--- src/rtl/pe_input_scheduler.sv ---
// pe_input_scheduler: streams NUM_PE filter rows onto the NoC, then serves PE window requests round-robin (build option SCHED_STALL_CNT_EN).
// Latency: 2 cycles per packet (memory read strobe, then packet); done pulses one cycle after the final empty arbitration.
// Backpressure: out_packet/out_valid are held while !out_ready; the next memory read is issued only after the handshake.
module pe_input_scheduler #(
    parameter int NUM_PE       = 5,
    parameter int FILTER_SIZE  = 5,
    parameter int IFMAP_SIZE   = 25,
    parameter int PE_BASE_ADDR = 0,
    parameter int W_PKTS       = 3
) (
    input  logic                  clk,
    input  logic                  reset,
    input  logic                  start,
    output logic                  done,
    input  logic [NUM_PE-1:0]     req,
    output logic                  w_rd_en,
    output logic [7:0]            w_rd_addr,
    input  logic [15:0]           w_rd_data,
    output logic                  if_rd_en,
    output logic [4:0]            if_rd_addr,
    input  logic [IFMAP_SIZE-1:0] if_rd_data,
    output logic                  out_valid,
    input  logic                  out_ready,
    output logic [29:0]           out_packet
`ifdef SCHED_STALL_CNT_EN
    ,
    output logic [15:0]           stall_cnt
`endif
);

    localparam int OUTPUT_DIM = IFMAP_SIZE - FILTER_SIZE + 1;
    localparam int NUM_WIN    = OUTPUT_DIM * OUTPUT_DIM;
    localparam int PE_W       = (NUM_PE > 1) ? $clog2(NUM_PE) : 1;
    localparam int WK_W       = (W_PKTS > 1) ? $clog2(W_PKTS) : 1;
    localparam int RC_W       = $clog2(OUTPUT_DIM + 1);
    localparam int CNT_W      = $clog2(NUM_WIN + 1);

    localparam logic [CNT_W-1:0] WIN_TOTAL = CNT_W'(NUM_WIN);
    localparam logic [RC_W-1:0]  COL_LAST  = RC_W'(OUTPUT_DIM - 1);
    localparam logic [PE_W-1:0]  PE_LAST   = PE_W'(NUM_PE - 1);
    localparam logic [WK_W-1:0]  WK_LAST   = WK_W'(W_PKTS - 1);

    typedef struct packed {
        logic [3:0]  dest;
        logic        opcode;
        logic [24:0] data;
    } pkt_t;

    typedef enum logic [2:0] {
        S_IDLE,
        S_WRD,
        S_WSEND,
        S_ARB,
        S_ISEND,
        S_FIN
    } state_t;

    state_t            state_q, state_d;
    logic [PE_W-1:0]   wp_q, wp_d;
    logic [WK_W-1:0]   wk_q, wk_d;
    logic [PE_W-1:0]   rr_q, rr_d;
    logic [PE_W-1:0]   gnt_q, gnt_d;
    logic [NUM_PE-1:0] pend_q, pend_d;
    logic [RC_W-1:0]   row_q [NUM_PE];
    logic [RC_W-1:0]   row_d [NUM_PE];
    logic [RC_W-1:0]   col_q [NUM_PE];
    logic [RC_W-1:0]   col_d [NUM_PE];
    logic [CNT_W-1:0]  cnt_q [NUM_PE];
    logic [CNT_W-1:0]  cnt_d [NUM_PE];
    logic              hold_q, hold_d;
    pkt_t              pkt_q, pkt_d;

    pkt_t              live_pkt;
    logic              arb_found;
    logic [PE_W-1:0]   arb_gnt;
    logic              all_done;
    logic [RC_W-1:0]   gnt_row;
    logic [RC_W-1:0]   gnt_col;
    logic [CNT_W-1:0]  gnt_cnt;

    // Round-robin search: first pending PE at or after the pointer, wrapping.
    always_comb begin
        arb_found = 1'b0;
        arb_gnt   = '0;
        all_done  = 1'b1;
        for (int i = 0; i < NUM_PE; i++) begin
            if (!arb_found && pend_q[(int'(rr_q) + i) % NUM_PE]) begin
                arb_found = 1'b1;
                arb_gnt   = PE_W'((int'(rr_q) + i) % NUM_PE);
            end
            if (cnt_q[i] != WIN_TOTAL) begin
                all_done = 1'b0;
            end
        end
    end

    always_comb begin
        state_d    = state_q;
        wp_d       = wp_q;
        wk_d       = wk_q;
        rr_d       = rr_q;
        gnt_d      = gnt_q;
        pend_d     = pend_q;
        row_d      = row_q;
        col_d      = col_q;
        cnt_d      = cnt_q;
        done       = 1'b0;
        w_rd_en    = 1'b0;
        w_rd_addr  = '0;
        if_rd_en   = 1'b0;
        if_rd_addr = '0;
        out_valid  = 1'b0;
        live_pkt   = '0;
        gnt_row    = row_q[gnt_q];
        gnt_col    = col_q[gnt_q];
        gnt_cnt    = cnt_q[gnt_q];

        if (state_q == S_ARB || state_q == S_ISEND) begin
            for (int p = 0; p < NUM_PE; p++) begin
                if (req[p] && (cnt_q[p] < WIN_TOTAL)) begin
                    pend_d[p] = 1'b1;
                end
            end
        end

        case (state_q)
            S_IDLE: begin
                if (start) begin
                    state_d = S_WRD;
                    wp_d    = '0;
                    wk_d    = '0;
                end
            end
            S_WRD: begin
                w_rd_en   = 1'b1;
                w_rd_addr = 8'(int'(wp_q) * W_PKTS + int'(wk_q));
                state_d   = S_WSEND;
            end
            S_WSEND: begin
                out_valid       = 1'b1;
                live_pkt.dest   = 4'(PE_BASE_ADDR + int'(wp_q));
                live_pkt.opcode = 1'b0;
                live_pkt.data   = 25'(w_rd_data);
                if (out_ready) begin
                    state_d = S_WRD;
                    if (wk_q == WK_LAST) begin
                        wk_d = '0;
                        if (wp_q == PE_LAST) begin
                            // Every PE starts with one unsolicited window.
                            state_d = S_ARB;
                            pend_d  = '1;
                            rr_d    = '0;
                            for (int p = 0; p < NUM_PE; p++) begin
                                row_d[p] = '0;
                                col_d[p] = '0;
                                cnt_d[p] = '0;
                            end
                        end else begin
                            wp_d = wp_q + 1'b1;
                        end
                    end else begin
                        wk_d = wk_q + 1'b1;
                    end
                end
            end
            S_ARB: begin
                if (arb_found) begin
                    if_rd_en   = 1'b1;
                    if_rd_addr = 5'(int'(row_q[arb_gnt]) + int'(arb_gnt));
                    rr_d       = (arb_gnt == PE_LAST) ? '0 : arb_gnt + 1'b1;
                    gnt_d      = arb_gnt;
                    state_d    = S_ISEND;
                end else if (all_done) begin
                    state_d = S_FIN;
                end
            end
            S_ISEND: begin
                out_valid       = 1'b1;
                live_pkt.dest   = 4'(PE_BASE_ADDR + int'(gnt_q));
                live_pkt.opcode = 1'b1;
                live_pkt.data   = 25'(if_rd_data[gnt_col +: FILTER_SIZE]);
                pend_d[gnt_q]   = 1'b0;
                if (out_ready) begin
                    cnt_d[gnt_q] = gnt_cnt + 1'b1;
                    if (gnt_col == COL_LAST) begin
                        col_d[gnt_q] = '0;
                        row_d[gnt_q] = gnt_row + 1'b1;
                    end else begin
                        col_d[gnt_q] = gnt_col + 1'b1;
                    end
                    // A request landing on our own handshake counts as the next one.
                    if (req[gnt_q] && ((gnt_cnt + 1'b1) < WIN_TOTAL)) begin
                        pend_d[gnt_q] = 1'b1;
                    end
                    state_d = S_ARB;
                end
            end
            S_FIN: begin
                done    = 1'b1;
                state_d = S_IDLE;
            end
            default: begin
                state_d = S_IDLE;
            end
        endcase
    end

    // The first packet cycle forwards the memory word; later stall cycles replay the captured copy.
    always_comb begin
        hold_d     = out_valid && !out_ready;
        pkt_d      = (out_valid && !hold_q) ? live_pkt : pkt_q;
        out_packet = out_valid ? (hold_q ? pkt_q : live_pkt) : '0;
    end

    always_ff @(posedge clk or posedge reset) begin
        if (reset) begin
            state_q <= S_IDLE;
            wp_q    <= '0;
            wk_q    <= '0;
            rr_q    <= '0;
            gnt_q   <= '0;
            pend_q  <= '0;
            hold_q  <= 1'b0;
            pkt_q   <= '0;
            for (int p = 0; p < NUM_PE; p++) begin
                row_q[p] <= '0;
                col_q[p] <= '0;
                cnt_q[p] <= '0;
            end
        end else begin
            state_q <= state_d;
            wp_q    <= wp_d;
            wk_q    <= wk_d;
            rr_q    <= rr_d;
            gnt_q   <= gnt_d;
            pend_q  <= pend_d;
            hold_q  <= hold_d;
            pkt_q   <= pkt_d;
            for (int p = 0; p < NUM_PE; p++) begin
                row_q[p] <= row_d[p];
                col_q[p] <= col_d[p];
                cnt_q[p] <= cnt_d[p];
            end
        end
    end

`ifdef SCHED_STALL_CNT_EN
    logic [15:0] stall_q;

    always_ff @(posedge clk or posedge reset) begin
        if (reset) begin
            stall_q <= '0;
        end else if (state_q == S_IDLE && start) begin
            stall_q <= '0;
        end else if (out_valid && !out_ready && stall_q != 16'hFFFF) begin
            stall_q <= stall_q + 16'd1;
        end
    end

    assign stall_cnt = stall_q;
`endif

endmodule

--- config.mk ---
export PLATFORM = sky130hd
export DESIGN_NAME = pe_input_scheduler
export DESIGN_NICKNAME = d
export VERILOG_FILES = /design/src/rtl/pe_input_scheduler.sv
export SDC_FILE = /design/constraint.sdc
export NUM_CORES = 1
export LEC_CHECK = 0
export BUFFER_PORTS_ARGS = -buffer_cell sky130_fd_sc_hd__buf_2
export CORE_MARGIN = 1
export CORE_UTILIZATION = 55
export CTS_BUF_LIST = sky130_fd_sc_hd__clkbuf_8
export CTS_CLUSTER_DIAMETER = 80
export CTS_CLUSTER_SIZE = 30
export DETAILED_ROUTE_END_ITERATION = 7
export PLACE_DENSITY = 0.75
export SLEW_MARGIN = 40
export SYNTH_ARGS = -nofsm -noshare
export SYNTH_HDL_FRONTEND = slang
export SYNTH_SLANG_ARGS = --single-unit
--- constraint.sdc ---
create_clock -name clk -period 13.3 [get_ports clk]
set_input_delay 0.665 -clock clk [delete_from_list [all_inputs] [get_ports clk]]
set_output_delay 0.665 -clock clk [all_outputs]
set_load 0.01 [all_outputs]
==> results_dict.tcl, run 1 <==
set metrics [dict create \
    cp.arrival_ns 8.36 \
    synth_area_per_cell_um2 9.22 \
    post_synth_main_area_contributors "sky130_fd_sc_hd__dfrtp_1, sky130_fd_sc_hd__mux2i_1, sky130_fd_sc_hd__a22o_1" \
    area_fraction_of_the_dominant_cell_type_after_synthesis 0.338 \
    timing.setup.tns_ns 0 \
    max_stage_delay_ns 0.68 \
    grt_pass1_vias 8393 \
    worst_tran_pin_value_ns 0.764 \
    timing.reg2reg.setup_slack_ns 7.04 \
    cp.required_ns 12.64 \
    netlist-cell-type-count 87 \
    initial_antenna_violation_count 1 \
    grt.overflow.total 0 \
    die_x_um 137 \
    finalMaxSlewViolations 0 \
    yosysSeqAreaShare 0.338 \
    antennaDiodeCount 0 \
    synth_top_family_by_area "compound AO/OA/AOI/OAI gates" \
    finish.instance_area_mm2 0.0109 \
    post_synth_inst_count 1082 \
    postSynthRegisterBits 135 \
    power_density_mw_per_mm2 266 \
    relSlewSlack 0.486 \
    regToRegStartpoint "rr_q[0]" \
    wire_length_on_met2_um 12600 \
    wire_per_inst_um 19.5 \
    initial_standard_cell_utilization_of_the_core 0.569 \
    end_kind "output pin" \
    crit_start "rr_q[0]" \
    cts_hold_buffers 0 \
    clock_pin_slew_on_the_worst_setup_and_hold_paths_ns 0.09 \
    worst_hold_slack_ns 0.315 \
    report.final.setup_viol 0 \
    grt_start_max_net_pins 85 \
    dp_hpwl_um 18800 \
    tritoncts "built" \
    dpl_worst_slack_ns 4.83 \
    critical_path_class "reg -> out" \
    gr-usage-all-layers 0.300 \
    filler_cell_count 1508 \
    route.detailed.drc 0 \
    clock_sinks 135 \
    nets 1232 \
    cp_num_buf_inv 8 \
    grt_pass1_wl_um 43400 \
    final_antenna_net_count 0 \
    routed.top_layer "met4" \
    yosysWarningCount 0 \
    detailroute.via_count 8790 \
    fin_crit_ns 9.03 \
    synth_enable_flop_cells 0 \
    utilization 0.623 \
    post-cts-setup-buffer-count 0 \
    synth-xor-area-share 0.0211 \
    die_h_um 137 \
    ys.flop_type "sky130_fd_sc_hd__dfrtp_1" \
    core.rowCount 48 \
    clock-skew-final_ns 0.0163 \
    post_synth_simple_gate_area 0.147 \
    critical_path.most_common_cell "sky130_fd_sc_hd__inv_1" \
    achievable-frequency_ghz 0.111 \
    clockRootBuffer "sky130_fd_sc_hd__clkbuf_8" \
    report.final.hold_viol_count 0 \
    overall_routed_net_length_um 26900 \
    placeableCoreArea_mm2 0.0175 \
    vias_per_cell 6.38 \
    result_of_the_run "finished, final reports clean" \
    pin_count 97 \
    syn-cell-area_mm2 0.00998 \
    synth-compound-area-share 0.249 \
    vdd_drop_max_mv 0.269 \
    h-tree-depth 4 \
    worst_skew_pair_later_pin_latency_ns 0.47 \
    drt_iter0_markers 782 \
    setup_repair_after_global_routing_missed_its_margin "false" \
    static-leakage-power_uw 0.00518 \
    globalplace.congestion 0.878 \
    drt_pass1_iterations 5 \
    final_layout_size_suffix_gt1_frac 0.165 \
    timing.critical_path.slowest_stage_cell "sky130_fd_sc_hd__ha_1" \
    cp_max_fo 34 \
    synthToLayoutAreaGrowth_pct 9.48 \
    placed_standard_cell_area_mm2 0.0105 \
    postCtsResizedCells 0 \
    synthAdderAreaFrac 0.0557 \
    met3_wirelength_um 1650 \
    path_delay_family "compound AO/OA/AOI/OAI gates" \
    m1WireLength_um 11900 \
    die_area_mm2 0.0187 \
    layout_setup_ws_ns 4.27 \
    maxCapViolations 0 \
    yosys-mux-area-fraction 0.134 \
    netlist.top_cell.by_area "sky130_fd_sc_hd__dfrtp_1" \
    postSynth.asyncResetShare 1.00 \
    cts_buffers 17 \
    place.port_buffers 83 \
    worstHoldPathType "in -> async" \
    cts_buffer_depth 2 \
    post-route-period-util 0.679 \
    timing.critical_path.from_type "flip-flop" \
]
==> stage by stage <==
stage / cells / total power, uW
6_report: 1378 / 2900
5_1_grt: 1378 / 3140
3_3_place_gp: 1345 / 2470
3_5_place_dp: 1346 / 2540
4_1_cts: 1378 / 2880
2_1_floorplan: 1094 / 2130
==> synthesized netlist by cell type, types with 11 or more instances <==
cell type / count
sky130_fd_sc_hd__dfrtp_1: 135
sky130_fd_sc_hd__nand2_1: 122
sky130_fd_sc_hd__mux2i_1: 84
sky130_fd_sc_hd__a22o_1: 83
sky130_fd_sc_hd__o21ai_0: 83
sky130_fd_sc_hd__nor2_1: 62
sky130_fd_sc_hd__a21oi_1: 49
sky130_fd_sc_hd__inv_1: 40
sky130_fd_sc_hd__ha_1: 38
sky130_fd_sc_hd__clkbuf_1: 36
sky130_fd_sc_hd__a21o_1: 20
sky130_fd_sc_hd__nor3_1: 20
sky130_fd_sc_hd__mux4_2: 19
sky130_fd_sc_hd__nand3_1: 18
sky130_fd_sc_hd__buf_4: 16
sky130_fd_sc_hd__a22oi_1: 15
sky130_fd_sc_hd__and2_1: 14
sky130_fd_sc_hd__buf_2: 13
sky130_fd_sc_hd__xnor2_1: 11
==> power breakdown <==
group / leakage (uW) / internal [uW] / switching, uW / total [uW]
clock network: 0.000195 / 160 / 177 / 337
logic: 0.00317 / 812 / 1170 / 1980
registers: 0.00182 / 493 / 91.5 / 585
==> routing by layer <==
metal | track usage | vias to the layer above
met5 | 0 | -
met4 | 0.107 | 0
met3 | 0.0615 | 65
met2 | 0.478 | 283
met1 | 0.405 | 4335
li1 | - | 4107
==> state kept, by name, indices dropped and copies added, names as in the netlist <==
signal   flops
pkt_q       20
rr_q         3
gnt_q        3
wk_q         2
pend_q       5
cnt_q       45
col_q       25
row_q       25
wp_q         3
state_q      3
hold_q       1
==> cells in the final DEF (no fill, tap or decap), types with 18 or more instances in the layout <==
cell,netlist,routed
sky130_fd_sc_hd__mux2i_1,84,84
sky130_fd_sc_hd__mux4_2,19,19
sky130_fd_sc_hd__nor3_1,20,19
sky130_fd_sc_hd__nor2_1,62,58
sky130_fd_sc_hd__nand2_1,122,122
sky130_fd_sc_hd__a21o_1,20,20
sky130_fd_sc_hd__buf_2,13,83
sky130_fd_sc_hd__clkbuf_8,0,19
sky130_fd_sc_hd__inv_1,40,39
sky130_fd_sc_hd__o21ai_0,83,83
sky130_fd_sc_hd__nand3_1,18,18
sky130_fd_sc_hd__ha_1,38,38
sky130_fd_sc_hd__dfrtp_1,135,133
sky130_fd_sc_hd__a21oi_1,49,49
sky130_fd_sc_hd__a22o_1,83,83
==> path summary, 6_finish.rpt <==
path / to / depth (start not counted)
worst max-delay path: if_rd_addr[4] / 33
worst min-delay path: cnt_q[35] / 2
worst max register to register: rr_q[2] / 22
worst min register to register: pkt_q[0] / 2
max in group asynchronous: cnt_q[28] / 3
min in group clk: pkt_q[5] / 2
==> kinds of logic after synthesis <==
kind of cell | Yosys count
AOI/OAI and AO/OA | 350
xor gates and xnor gates | 21
muxes | 109
and+or+nand+nor | 309
buffers and inverters | 115
adders and majority gates | 42
other | 1
DFF | 135
==> final cells by class <==
class | instances | area [um^2] | area share
Multi-Input combinational cell | 844 | 6160 | 0.564
Sequential cell | 135 | 3380 | 0.309
Timing Repair Buffer | 99 | 556 | 0.0508
Tap cell | 225 | 282 | 0.0258
Clock buffer | 19 | 262 | 0.0239
Inverter | 43 | 169 | 0.0155
Clock inverter | 13 | 120 | 0.0110
Note: power is estimated with default switching activity, not from simulation.
==> inputs of run 2 (changes only) <==
--- a/config.mk
+++ b/config.mk
@@ -5,6 +5,7 @@
 export SDC_FILE = /design/constraint.sdc
 export NUM_CORES = 1
 export LEC_CHECK = 0
+export ABC_AREA = 1
 export BUFFER_PORTS_ARGS = -buffer_cell sky130_fd_sc_hd__buf_2
 export CORE_MARGIN = 1
 export CORE_UTILIZATION = 55
==> constraint.sdc (replaced) <==
create_clock -name clk -period 9.4 [get_ports clk]
set_input_delay 0.47 -clock clk [delete_from_list [all_inputs] [get_ports clk]]
set_output_delay 0.47 -clock clk [all_outputs]
set_load 0.01 [all_outputs]
==> run 2 against run 1 <==
Effect of this change:
- design area is 0.63% lower
- global-route usage increased by 2.6 points
- die area is 0.77% lower
- first-iteration DRC count rose by 41%
- via count grew 14%
- routed wire length rose by 8.6%
- count of clock-buffer cells in the layout fell by 1
- setup slack got worse by 1.7 ns
==> results_dict.tcl, run 2 <==
set metrics [dict create \
    postCtsResizedCells 0 \
    cp.required_ns 8.93 \
    route.detailed.drc 0 \
    timing.critical_path.slowest_stage_cell "sky130_fd_sc_hd__dfrtp_1" \
    synth_enable_flop_cells 0 \
    initial_standard_cell_utilization_of_the_core 0.569 \
    globalplace.congestion 0.950 \
    grt_pass1_wl_um 47100 \
    final_layout_size_suffix_gt1_frac 0.129 \
    worst_tran_pin_value_ns 0.865 \
    timing.setup.tns_ns 0 \
    post_synth_most_frequent_cells "sky130_fd_sc_hd__nand2_1, sky130_fd_sc_hd__inv_1, sky130_fd_sc_hd__o21ai_0" \
    critical_path_class "reg -> out" \
    yosysWarningCount 0 \
    met3_usage 0.0600 \
    layout_top_registers "cnt_q: 45 flops, col_q: 25 flops, row_q: 25 flops" \
    crit_start "rr_q[0]" \
    antennaDiodeCount 0 \
    maxCapViolations 0 \
    worst_hold_slack_ns 0.104 \
    postSynth.asyncResetShare 1.00 \
    groute.layer.met1.usage 0.461 \
    netlist-cell-type-count 64 \
    ff2ff_path_depth 15 \
    clockRootBuffer "sky130_fd_sc_hd__clkbuf_8" \
    post_synth_main_area_contributors "sky130_fd_sc_hd__dfrtp_1, sky130_fd_sc_hd__nand2_1, sky130_fd_sc_hd__o21ai_0" \
    netlist.top_cell.by_area "sky130_fd_sc_hd__dfrtp_1" \
    grt.met2_usage 0.504 \
    vias_per_cell 5.90 \
    grt.overflow.total 0 \
    yosysSeqAreaShare 0.341 \
    report.final.hold_viol_count 0 \
    result_of_the_run "finished, final reports clean" \
    setup_repair_after_global_routing_missed_its_margin "false" \
    drt_pass1_iterations 7 \
    worst_skew_pair_later_pin_latency_ns 0.46 \
    r2r_end "row_q[10]" \
    synth_area_per_cell_um2 7.15 \
    nets 1552 \
    fin_crit_ns 6.87 \
    detailroute.via_count 10000 \
    pin_count 97 \
    report.final.setup_viol 0 \
    cts_hold_buffers 0 \
    clock_sinks 135 \
    synthToLayoutAreaGrowth_pct 9.64 \
    max_stage_delay_ns 0.72 \
    clock_pin_slew_on_the_worst_setup_and_hold_paths_ns 0.08 \
    dp_hpwl_um 21400 \
    globalRoute.busiestLayer "met2" \
    post-route-period-util 0.731 \
    die_x_um 136 \
    timing.reg2reg.setup_slack_ns 4.39 \
    cts_buffers 17 \
    regMostFlops "cnt_q" \
    timing.critical_path.from_type "flip-flop" \
    post_synth_inst_count 1385 \
    area_fraction_of_the_dominant_cell_type_after_synthesis 0.341 \
    achievable-frequency_ghz 0.146 \
    overall_routed_net_length_um 29200 \
    grt_pass1_vias 9198 \
    cp.arrival_ns 6.40 \
    grt_start_max_net_pins 73 \
    postSynthRegisterBits 135 \
    ys.flop_type "sky130_fd_sc_hd__dfrtp_1" \
    die_h_um 136 \
    cts_buffer_depth 2 \
    core.rowCount 48 \
    finalMaxSlewViolations 0 \
    critical_path.most_common_cell "sky130_fd_sc_hd__nand2_1" \
    initial_antenna_violation_count 0 \
    gr-usage-all-layers 0.326 \
    syn-cell-area_mm2 0.00990 \
    worstHoldPathType "in -> async" \
    wire_per_inst_um 17.2 \
    relSlewSlack 0.422 \
    h-tree-depth 4 \
    final_antenna_net_count 0 \
    cp_max_fo 15 \
    end_kind "output pin" \
    post-cts-setup-buffer-count 0 \
    regToRegStartpoint "gnt_q[2]" \
    largest_register_ffs 45 \
    most_common_cell_after_layout_fill_and_taps_aside "sky130_fd_sc_hd__nand2_1" \
    die_area_mm2 0.0185 \
    mostFrequentLayoutCells "sky130_fd_sc_hd__nand2_1, sky130_fd_sc_hd__inv_1, sky130_fd_sc_hd__o21ai_0" \
    synthMostInstantiatedCell "sky130_fd_sc_hd__nand2_1" \
    drt_iter0_markers 1100 \
    placeableCoreArea_mm2 0.0174 \
    tritoncts "built" \
    place.port_buffers 83 \
    filler_cell_count 1632 \
    clock-skew-final_ns 0.0121 \
]
-- run 2: cell count changes in the layout (fill, tap and decap cells not counted), moves of 73 or more --
cell and delta:
sky130_fd_sc_hd__nand2_1 +173, sky130_fd_sc_hd__a22o_1 -83, sky130_fd_sc_hd__nand3_1 +73, sky130_fd_sc_hd__inv_1 +155
sky130_fd_sc_hd__mux2i_1 -82, sky130_fd_sc_hd__o21ai_0 +92
-- run 2: worst max-delay path by stage --
stage,endpoint,slack (ns)
6_report,if_rd_addr[4],2.53
3_5_place_dp,if_rd_addr[4],3.04
2_1_floorplan,if_rd_addr[4],3.86
5_1_grt,if_rd_addr[4],1.95
4_1_cts,if_rd_addr[4],2.55
3_3_place_gp,if_rd_addr[4],3.26
-- run 2: cell families (layout without fill, tap and decap cells) --
logic type      after synthesis  after routing  synth area share
buf+inv                     260            336             0.107
other cells                   1             13          0.000379
simple gates                559            559             0.251
fa+ha+maj                    42             42            0.0561
flops                       135            135             0.341
compound gates              368            368             0.223
xor+xnor                     18             18            0.0197
mux                           2              2           0.00202
-- run 2: final cells by class --
class                           instances  area, um^2  area share
Multi-Input combinational cell       1002        5520       0.509
Sequential cell                       135        3380       0.311
Inverter                              216         820      0.0755
Timing Repair Buffer                   88         457      0.0421
Tap cell                              225         282      0.0259
Clock buffer                           18         248      0.0228
Clock inverter                         14         151      0.0139
-- run 2: critical path, delay by kind of cell (launching register included) --
kind | cells | cell delay [ns]
adders and majority gates | 5 | 1.19
xor gates and xnor gates | 1 | 0.26
AOI/OAI and AO/OA | 2 | 0.31
DFF | 1 | 0.72
buffers and inverters | 9 | 0.93
and+or+nand+nor | 24 | 2.53
-- run 2: through the flow --
step / std cells / setup WS (ns) / cell area [um^2] / utilization
floorplan: 1397 / 3.86 / 9950 / -
global placement: 1666 / 3.26 / 10500 / 0.600
detailed placement: 1666 / 3.04 / 10500 / 0.600
CTS: 1698 / 2.55 / 10900 / 0.623
global route: 1698 / 1.95 / 10900 / 0.623
finish: 1698 / 2.53 / 10900 / 0.623
-- run 2: layer usage --
layer | routed length [um] | part of all wire
met5 | 0 | 0
met4 | 626 | 0.021
met3 | 2280 | 0.078
met2 | 13200 | 0.45
met1 | 13100 | 0.45
Power of run 2 is left out: the tool's default activity adds up to more than one toggle a clock period on the data nets, which glitch-free logic cannot reach.
==> inputs of run 3 (changes only) <==
==> constraint.sdc (replaced) <==
create_clock -name clk -period 6.8 [get_ports clk]
set_input_delay 0.34 -clock clk [delete_from_list [all_inputs] [get_ports clk]]
set_output_delay 0.34 -clock clk [all_outputs]
set_load 0.01 [all_outputs]
==> run 3 against run 2 <==
Effect of this change:
- sequential share of layout area about the same
- register-to-register slack lost 2.4 ns
- non-clock buffer count up 7
- count of clock-buffer cells in the layout shrank 1
- global-route usage increased by 0.19 points
- utilization up 0.057 points
- routed wire length increased by 0.12%
- worst hold slack worse by 0.00095 ns
- highest routed layer unchanged
- flip-flop and latch count unchanged
- critical path depth decreased by 5
==> results_dict.tcl, run 3 (same netlist as run 2, synthesis figures left out) <==
set metrics [dict create \
    result_of_the_run "finished, final reports clean" \
    die_h_um 136 \
    timing.setup.tns_ns 0 \
    die_x_um 136 \
    worst_hold_slack_ns 0.103 \
    achievable-frequency_ghz 0.159 \
    drt_iter0_markers 1186 \
    core.rowCount 48 \
    placeableCoreArea_mm2 0.0174 \
    drt_pass1_iterations 5 \
    h-tree-depth 4 \
    relSlewSlack 0.453 \
    synthToLayoutAreaGrowth_pct 9.74 \
    place.port_buffers 83 \
    route.detailed.drc 0 \
    clock_pin_slew_on_the_worst_setup_and_hold_paths_ns 0.08 \
    cp.required_ns 6.46 \
    clock_sinks 135 \
    critical_path_class "reg -> out" \
    utilization 0.624 \
    wire_per_inst_um 17.2 \
    die_area_mm2 0.0185 \
    regMostFlops "cnt_q" \
    vias_per_cell 5.94 \
    nets 1559 \
    cp_num_buf_inv 6 \
    clockRootBuffer "sky130_fd_sc_hd__clkbuf_8" \
    worstHoldPathType "in -> reg" \
    path_delay_family "simple AND/OR/NAND/NOR gates" \
    largest_register_ffs 45 \
    hold_path_end "pkt_q[10]" \
    grt_start_max_net_pins 72 \
    clock-skew-final_ns 0.0116 \
    setup_repair_after_global_routing_missed_its_margin "false" \
    final_antenna_net_count 0 \
    timing.critical_path.from_type "flip-flop" \
    gr-usage-all-layers 0.328 \
    grt_pass1_vias 9331 \
    cts_buffer_depth 2 \
    dp_hpwl_um 21500 \
    timing.critical_path.slowest_stage_cell "sky130_fd_sc_hd__dfrtp_2" \
    cp.arrival_ns 5.96 \
    timing.reg2reg.setup_slack_ns 1.99 \
    antennaDiodeCount 0 \
    overall_routed_net_length_um 29300 \
    fin_crit_ns 6.30 \
    pin_count 97 \
    worst_tran_pin_value_ns 0.818 \
    regToRegStartpoint "gnt_q[2]" \
    globalplace.congestion 0.940 \
    report.final.hold_viol_count 0 \
    end_kind "output pin" \
    report.final.setup_viol 0 \
    r2r_end "row_q[1]" \
    layout_top_registers "cnt_q: 45 flops, col_q: 25 flops, row_q: 25 flops" \
    grt_pass1_wl_um 47100 \
    grt.overflow.total 0 \
    worst_skew_pair_later_pin_latency_ns 0.46 \
    critical_path.most_common_cell "sky130_fd_sc_hd__nand2_1" \
    cp_max_fo 13 \
    initial_antenna_violation_count 0 \
    max_stage_delay_ns 0.45 \
    mostFrequentLayoutCells "sky130_fd_sc_hd__nand2_1, sky130_fd_sc_hd__inv_1, sky130_fd_sc_hd__o21ai_0" \
    most_common_cell_after_layout_fill_and_taps_aside "sky130_fd_sc_hd__nand2_1" \
    final_layout_size_suffix_gt1_frac 0.135 \
    worst_hold_path_cells 3 \
    cts_buffers 17 \
    tritoncts "built" \
    ff2ff_path_depth 15 \
    detailroute.via_count 10100 \
    finalMaxSlewViolations 0 \
    maxCapViolations 0 \
    worstHoldStart "w_rd_data[10]" \
    post-route-period-util 0.926 \
    initial_standard_cell_utilization_of_the_core 0.569 \
]
[run 3: cell count changes in the layout (fill, tap and decap cells not counted), sizes merged]
cell / change
clkinvlp: +3
dlygate4sd3: +1
buf: +6
bufinv: -2
clkbuf: -1
[run 3: worst reg2reg max path, cell delays in order (launching register included)]
cell                       delay (ns)
sky130_fd_sc_hd__dfrtp_1         0.62
sky130_fd_sc_hd__inv_4           0.15
sky130_fd_sc_hd__nand2_2         0.17
sky130_fd_sc_hd__nor2_4          0.11
sky130_fd_sc_hd__inv_2           0.37
sky130_fd_sc_hd__o211ai_1        0.17
sky130_fd_sc_hd__nor2_1          0.65
sky130_fd_sc_hd__inv_1           0.42
sky130_fd_sc_hd__nor2_1          0.20
sky130_fd_sc_hd__nand3_1         0.44
sky130_fd_sc_hd__inv_2           0.35
sky130_fd_sc_hd__nand2_2         0.19
sky130_fd_sc_hd__a21oi_4         0.25
sky130_fd_sc_hd__inv_2           0.14
sky130_fd_sc_hd__nor2_1          0.31
sky130_fd_sc_hd__o22ai_1         0.14
[run 3: metrics by stage]
stage,setup slack (ns),std cells,instance area [um^2]
global placement,1.09,1668,10500
finish,0.503,1705,10900
detailed placement,0.899,1668,10500
CTS,0.387,1701,10800
floorplan,1.39,1397,9950
global route,0.00313,1705,10900
[run 3: timing repair]
item | in CTS | in global routing
hold buffers | 1 | 0
buffers inserted | 0 | 4
gates resized for setup | 0 | 3
hold endpoints to repair | 45 | 0
setup endpoints to repair | 0 | 1
[run 3: how the worst max path moves through the flow]
stage / start / endpoint / slack (ns) / depth (start not counted)
2_1_floorplan: rr_q[0] / if_rd_addr[4] / 1.39 / 42
3_3_place_gp: rr_q[1] / if_rd_addr[4] / 1.09 / 40
3_5_place_dp: rr_q[1] / if_rd_addr[4] / 0.90 / 40
4_1_cts: rr_q[1] / if_rd_addr[4] / 0.39 / 40
5_1_grt: rr_q[1] / if_rd_addr[4] / 0.003 / 36
6_report: rr_q[1] / if_rd_addr[4] / 0.50 / 36
[run 3: area by class of cell]
type | instances | area (um^2)
Timing Repair Buffer | 95 | 512
Fill cell | 1647 | 6550
Multi-Input combinational cell | 1002 | 5530
Sequential cell | 135 | 3380
Inverter | 216 | 823
Tap cell | 225 | 282
Clock buffer | 17 | 234
Clock inverter | 15 | 105
[run 3: per-layer routing]
| layer | up-vias | wire length, um | global-route usage |
|---|---|---|---|
| li1 | 4790 | - | - |
| met1 | 4751 | 12900 | 0.456 |
| met2 | 500 | 12900 | 0.493 |
| met3 | 84 | 2500 | 0.0667 |
| met4 | 0 | 947 | 0.142 |
| met5 | - | 0 | 0 |
Power of run 3 is left out for the same reason.
